--- src/rtl/register_write_arbiter.sv ---
// ---------------------------------------------------------------------------
// register_write_arbiter
//
// Shares the single write port of register_file between two writeback
// sources: the ALU result path (requester 0) and the load-data path
// (requester 1). Each cycle at most one request is granted, round-robin on
// ties. The winner is registered onto the register_file write port. Writes
// that target x0 are accepted but never asserted on the port.
//
// Parameters
//   DATA_WIDTH   width of write data
//   ADDR_WIDTH   register address width
//   COUNT_WIDTH  width of the committed-write counter
//
// Ports
//   clock, reset_n           clock and asynchronous active-low reset
//   alu_valid/rd/data        requester 0 writeback request
//   alu_ready                requester 0 accepted this cycle
//   load_valid/rd/data       requester 1 writeback request
//   load_ready               requester 1 accepted this cycle
//   reg_write                write enable to register_file
//   rd_address               write address to register_file
//   write_data               write data to register_file
//   pending_valid            in-flight non-x0 write, for bypass compare
//   pending_rd               destination of the in-flight write
//   write_count              number of committed non-x0 writes (wraps)
// ---------------------------------------------------------------------------
module register_write_arbiter #(
    parameter int DATA_WIDTH  = 64,
    parameter int ADDR_WIDTH  = 5,
    parameter int COUNT_WIDTH = 16
) (
    input  logic                   clock,
    input  logic                   reset_n,

    input  logic                   alu_valid,
    input  logic [ADDR_WIDTH-1:0]  alu_rd,
    input  logic [DATA_WIDTH-1:0]  alu_data,
    output logic                   alu_ready,

    input  logic                   load_valid,
    input  logic [ADDR_WIDTH-1:0]  load_rd,
    input  logic [DATA_WIDTH-1:0]  load_data,
    output logic                   load_ready,

    output logic                   reg_write,
    output logic [ADDR_WIDTH-1:0]  rd_address,
    output logic [DATA_WIDTH-1:0]  write_data,

    output logic                   pending_valid,
    output logic [ADDR_WIDTH-1:0]  pending_rd,

    output logic [COUNT_WIDTH-1:0] write_count
);

    // Identity of a requester; also the encoding of the round-robin pointer.
    typedef enum logic {
        ALU  = 1'b0,
        LOAD = 1'b1
    } requesterId;

    requesterId             lastGrant;
    logic                   grantAlu;
    logic                   grantLoad;
    logic                   transfer;
    logic [ADDR_WIDTH-1:0]  winRd;
    logic [DATA_WIDTH-1:0]  winData;
    logic                   commitWrite;

    // -----------------------------------------------------------------------
    // Grant decision.
    // A lone requester always wins; on a tie the requester that did not win
    // the most recent grant goes first. Grants are suppressed while reset is
    // held so no requester sees a handshake that the output stage would drop.
    // -----------------------------------------------------------------------
    always_comb begin
        // NOTE: every signal assigned in this block gets a default first, so
        // no path leaves it unassigned and no latch is inferred.
        grantAlu  = 1'b0;
        grantLoad = 1'b0;
        if (reset_n) begin
            if (alu_valid && load_valid) begin
                if (lastGrant == LOAD) begin
                    grantAlu = 1'b1;
                end else begin
                    grantLoad = 1'b1;
                end
            end else begin
                grantAlu  = alu_valid;
                grantLoad = load_valid;
            end
        end
    end

    assign alu_ready  = grantAlu;
    assign load_ready = grantLoad;

    // Winner mux: grants are one-hot, so selecting on grantLoad is enough.
    assign transfer    = grantAlu | grantLoad;
    assign winRd       = grantLoad ? load_rd   : alu_rd;
    assign winData     = grantLoad ? load_data : alu_data;

    // An x0 request still consumes its grant, it just never reaches the port.
    assign commitWrite = transfer && (winRd != '0);

    // -----------------------------------------------------------------------
    // Round-robin pointer. Resets to LOAD so that ALU wins the first tie.
    // Only moves on an actual transfer, x0 transfers included.
    // -----------------------------------------------------------------------
    always_ff @(posedge clock or negedge reset_n) begin
        // NOTE: sequential state uses non-blocking assignments so every flop
        // samples pre-edge values regardless of block ordering.
        if (!reset_n) begin
            lastGrant <= LOAD;
        end else if (transfer) begin
            lastGrant <= grantLoad ? LOAD : ALU;
        end
    end

    // -----------------------------------------------------------------------
    // Output stage. register_file takes a write every cycle, so this stage
    // never stalls: the enable is a one-cycle pulse per committed request,
    // while address and data hold when idle to keep the port quiet.
    // The asynchronous clear drops an in-flight write the moment reset
    // asserts, so the register file never sees it commit.
    // -----------------------------------------------------------------------
    always_ff @(posedge clock or negedge reset_n) begin
        if (!reset_n) begin
            reg_write  <= 1'b0;
            rd_address <= '0;
            write_data <= '0;
        end else begin
            reg_write <= commitWrite;
            if (transfer) begin
                rd_address <= winRd;
                write_data <= winData;
            end
        end
    end

    // -----------------------------------------------------------------------
    // Committed-write counter. Counts port enables, not grants, so x0
    // requests are excluded. Wraps naturally at 2**COUNT_WIDTH.
    // -----------------------------------------------------------------------
    always_ff @(posedge clock or negedge reset_n) begin
        if (!reset_n) begin
            write_count <= '0;
        end else if (commitWrite) begin
            write_count <= write_count + COUNT_WIDTH'(1);
        end
    end

    // The bypass view is the write port itself: whatever is on the port has
    // not yet been committed by register_file.
    assign pending_valid = reg_write;
    assign pending_rd    = rd_address;

endmodule

--- config.mk ---
export PLATFORM = sky130hd
export DESIGN_NAME = register_write_arbiter
export DESIGN_NICKNAME = d
export VERILOG_FILES = /design/src/rtl/register_write_arbiter.sv
export SDC_FILE = /design/constraint.sdc
export NUM_CORES = 1
export LEC_CHECK = 0
export CAP_MARGIN = 20
export CORE_MARGIN = 1.5
export CORE_UTILIZATION = 35
export DETAILED_ROUTE_END_ITERATION = 7
export PLACE_DENSITY = 0.78
export SYNTH_ARGS = -nofsm -noshare
export SYNTH_HDL_FRONTEND = slang
export SYNTH_SLANG_ARGS = --single-unit
--- constraint.sdc ---
create_clock -name clock -period 1.44 [get_ports clock]
set_input_delay 0.216 -clock clock [delete_from_list [all_inputs] [get_ports clock]]
set_output_delay 0.216 -clock clock [all_outputs]
set_load 0.05 [all_outputs]
Word level (Yosys, flattened, before mapping)
Cells that the tools add are included.
- register bits: 87
- latch bits: 0
- RAM bits: 0
- memory bits (read-only): 0
- bits of input ports: 142
- output and inout port bits: 94
- word-level logic and storage cells: 19
- memories kept: 0
- add/subtract/negate cells: 1
- multipliers: 0
- div/mod/pow operators: 0
- order comparisons: 0
- equality and inequality tests: 0
- shifts and indexed selects: 0
- muxes and demuxes: 9
- bitwise operators: 1
- reduce and logical (&&, ||, !) cells: 3
- operators with widths (operator ; count):
    64-bit 2-to-1 mux ; 1
    16-bit by 1-bit adder with 16-bit output (second input constant) ; 1
    1-bit 2-to-1 mux ; 7
    5-bit 2-to-1 mux ; 1
    5-bit nonzero test ; 1
    1-bit logical AND ; 2
    1-bit bitwise OR ; 1

Logic depth before layout (Yosys ltp)
- depth in word-level cells: 6
- depth in mapped cells: 7
- mapped depth without buffers: 5

Worst setup path before layout
Ideal clock, no wire load.
- path kind: register to output
- start: register lastGrant
- end: output alu_ready
- arrival time: 2029 ps
- required time: 1224 ps
- slack: -805 ps
- stages on the path, launching flop included: 7
- buffers on the path: 2
- path through: dfstp_2 -> nand2_1 -> nand3_1 -> buf_4 -> buf_2 -> inv_1 -> nor2_1
- word-level cells in the longest chain between the ends: 3
- RTL lines (what ; RTL line ; source):
    from (decl) ; 62 ; requesterId lastGrant;
    from (signal assigned) ; 116 ; lastGrant <= grantLoad ? LOAD : ALU;
    1-bit 2-to-1 mux ; 83 ; if (lastGrant == LOAD) begin
    1-bit 2-to-1 mux ; 82 ; if (alu_valid && load_valid) begin
    1-bit 2-to-1 mux ; 81 ; if (reset_n) begin
    to (decl) ; 39 ; output logic alu_ready,
Every way passes these cells.

Worst setup path after layout
Same ends and word-level chain as after synthesis.

==> results.json <==
{
  "tightest_slew_ns": 0.673,
  "grt_use_total_pct": 22.1,
  "power.density_nw_per_um2": 1200,
  "arrival_ns": 1.59,
  "met1_usage_pct": 24.3,
  "setup_tns_ns": -18.79,
  "hold_viol": 0,
  "yosysWarnings": 0,
  "synth.cell_area_sq_um": 4090,
  "port-buffer-count": 235,
  "chipHeight_um": 111,
  "critPathLaunchType": "register",
  "grt_antenna_before_repair": 0,
  "grt.overflow.total": 0,
  "drive_above_1_share_pct": 32.3,
  "num_vias": 3874,
  "path_max_fanout": 3,
  "relSlewSlack_pct": 55.1,
  "diodes": 0,
  "synth-seq-cells": 87,
  "multi_input_area_sq_um": 1900,
  "numCtsBuffers": 9,
  "remaining_drc_errors": 0,
  "regToRegSetupSlack_ns": -0.32,
  "final_nets": 794,
  "syn_avg_cell_area_sq_um": 10.8,
  "grt_busiest_layer": "met2",
  "dp_hpwl_mm": 10.2,
  "gp_congestion": 0.817,
  "finalSetupViolCount": 88,
  "core_area_sq_um": 11400,
  "ys_types": 30,
  "criticalPathCategory": "register to output port",
  "total_power_mw": 10.3,
  "clockRootBuffer": "clkbuf_16",
  "netlist.area_leader.share_pct": 52.6,
  "synth_area_leaders": "dfrtp_1 53%, mux2i_1 17%, o21ai_0 8.4%",
  "violations": "negative setup slack",
  "slew_violations": 0,
  "vias_per_cell": 4.85,
  "clockBufferDepth": 2,
  "grtUsageMet2_pct": 40.9,
  "hold_class": "input pin to asynchronous set/reset pin",
  "initial_core_util_pct": 35.8,
  "die_x_um": 111,
  "wl_per_cell_um": 17.5,
  "period_needed_ns": 1.81,
  "outcome": "finished, violations left",
  "num-fill-cells": 761,
  "fp-row-count": 39,
  "pre_cts_ws_ns": -0.689,
  "skew_ns": 0.00955,
  "netlist_instances": 379,
  "routed_wirelength_mm": 14.0,
  "grt_max_degree": 67,
  "grt_setup_unrepaired": "true",
  "htree_levels": 3,
  "ir_drop_uv": 979,
  "use_met3_pct": 6.34,
  "dr.pass1.iters": 4,
  "grt_pass1_wl_mm": 21.4,
  "post-route-period-util_pct": 125,
  "worst_slack_ns": -0.366,
  "cts_tree": "built",
  "yosysTopAreaCell": "dfrtp_1",
  "syn2layout_area_growth_pct": 109,
  "cts_sinks": 87,
  "ant_nets": 0,
  "maxCapViolCount": 0,
  "clkTransAtPathRegs_ns": 0.06,
  "ff_latch_area_sq_um": 2190,
  "whs_ns": 0.154,
  "die_area_sq_um": 12300,
  "worstPathRequired_ns": 1.22,
  "synth_fp_nets": 522,
  "insertion_delay_ns": 0.34,
  "io_pins": 236,
  "grt_pass1_vias": 4190,
  "endpoint_kind": "output port",
  "drtIter0Drc": 179,
  "fmax_mhz": 554,
  "ys_seq_area_share_pct": 53.3,
  "p_leak_nw": 3.98
}
logic make-up (layout without fill, tap and decap cells):
family	after synthesis	in the layout	share of synthesized area, %
simple gates	104	104	13.0
flops	87	87	53.3
compound gates	71	71	9.05
mux	70	70	17.2
buf+inv	31	308	4.01
xor+xnor	15	15	3.21
fa+ha+maj	1	1	0.306
cell usage in the layout, fill, tap and decap left out, types with 3 or more instances in the layout:
cell type,instances
clkbuf_16,13
clkdlybuf4s50_1,132
buf_12,102
and4_1,4
buf_8,4
buf_4,35
buf_6,3
o21ai_1,27
dfrtp_1,76
o21ai_0,41
mux2i_2,7
xnor2_1,11
nand3_4,3
nand2_1,72
dlygate4sd2_1,4
mux2i_1,60
nand4_1,5
dfrtp_2,10
nand3_2,5
clkbuf_8,3
Yosys cell counts, drive strengths merged:
master,instances
xnor2,13
nand4,5
mux2,1
nor2,2
mux2i,69
and2,4
dfrtp,86
buf,23
clkbuf,7
and3,3
or4,2
dfstp,1
xor2,2
o21ai,70
nor4b,1
a211oi,1
inv,1
nand3,8
ha,1
nand2,74
and4,5
state kept, by name, indices dropped and copies added, names as in the netlist:
signal,count
pending_valid,1
pending_rd,5
write_data,64
lastGrant,1
write_count,16
final timing paths:
check                           cells after the start               to       startpoint
worst max-delay path                                7        alu_ready        lastGrant
worst min-delay path                                3   write_count[1]          reset_n
worst max register to register                     10  write_count[14]        lastGrant
worst min register to register                      1  write_count[10]  write_count[10]
max in group asynchronous                           3        lastGrant          reset_n
min in group clock                                  3    pending_rd[4]       load_rd[4]
worst max-delay path, stage by stage, from the launching register on:
cell and delay [ns]:
dfstp_2 0.53, nand2_2 0.06, buf_6 0.12, nand3_4 0.06, buf_12 0.12, clkinvlp_4 0.11, nor2_4 0.11, buf_8 0.15
through the flow:
| stage | util [%] | area, sq um | instances |
|---|---|---|---|
| finish | 74.9 | 8550 | 799 |
| floorplan | - | 4140 | 379 |
| global placement | 68.2 | 7790 | 763 |
| detailed placement | 68.2 | 7790 | 763 |
| CTS | 72.5 | 8280 | 786 |
| global route | 74.9 | 8550 | 799 |
where the power goes:
part           total [mW]  internal (mW)  switching (mW)
Combinational        4.63           2.34            2.29
Clock                2.41           1.49           0.920
Sequential           3.23           2.82           0.415
repair_timing:
item | 4_1_cts | 5_1_grt
endpoints found under the hold margin | 34 | 0
pin swaps | 20 | 8
endpoints found under the setup margin | 88 | 88
hold buffers | 1 | 0
gates cloned | 2 | 4
setup buffers | 5 | 9
resized for setup | 25 | 55
per-layer routing:
| layer | part of all wire [%] | vias up |
|---|---|---|
| met5 | 0 | - |
| met4 | 1.4 | 0 |
| met3 | 6.8 | 16 |
| met2 | 55 | 146 |
| met1 | 37 | 1860 |
| li1 | - | 1852 |
area by class of cell:
type                            instances  area share [%]
Clock inverter                          2           0.439
Tap cell                              143            2.09
Timing Repair Buffer                  291            46.3
Clock buffer                           14            3.20
Sequential cell                        87            25.6
Inverter                                1          0.0878
Multi-Input combinational cell        261            22.2
Power figures use the tool's default switching activity.
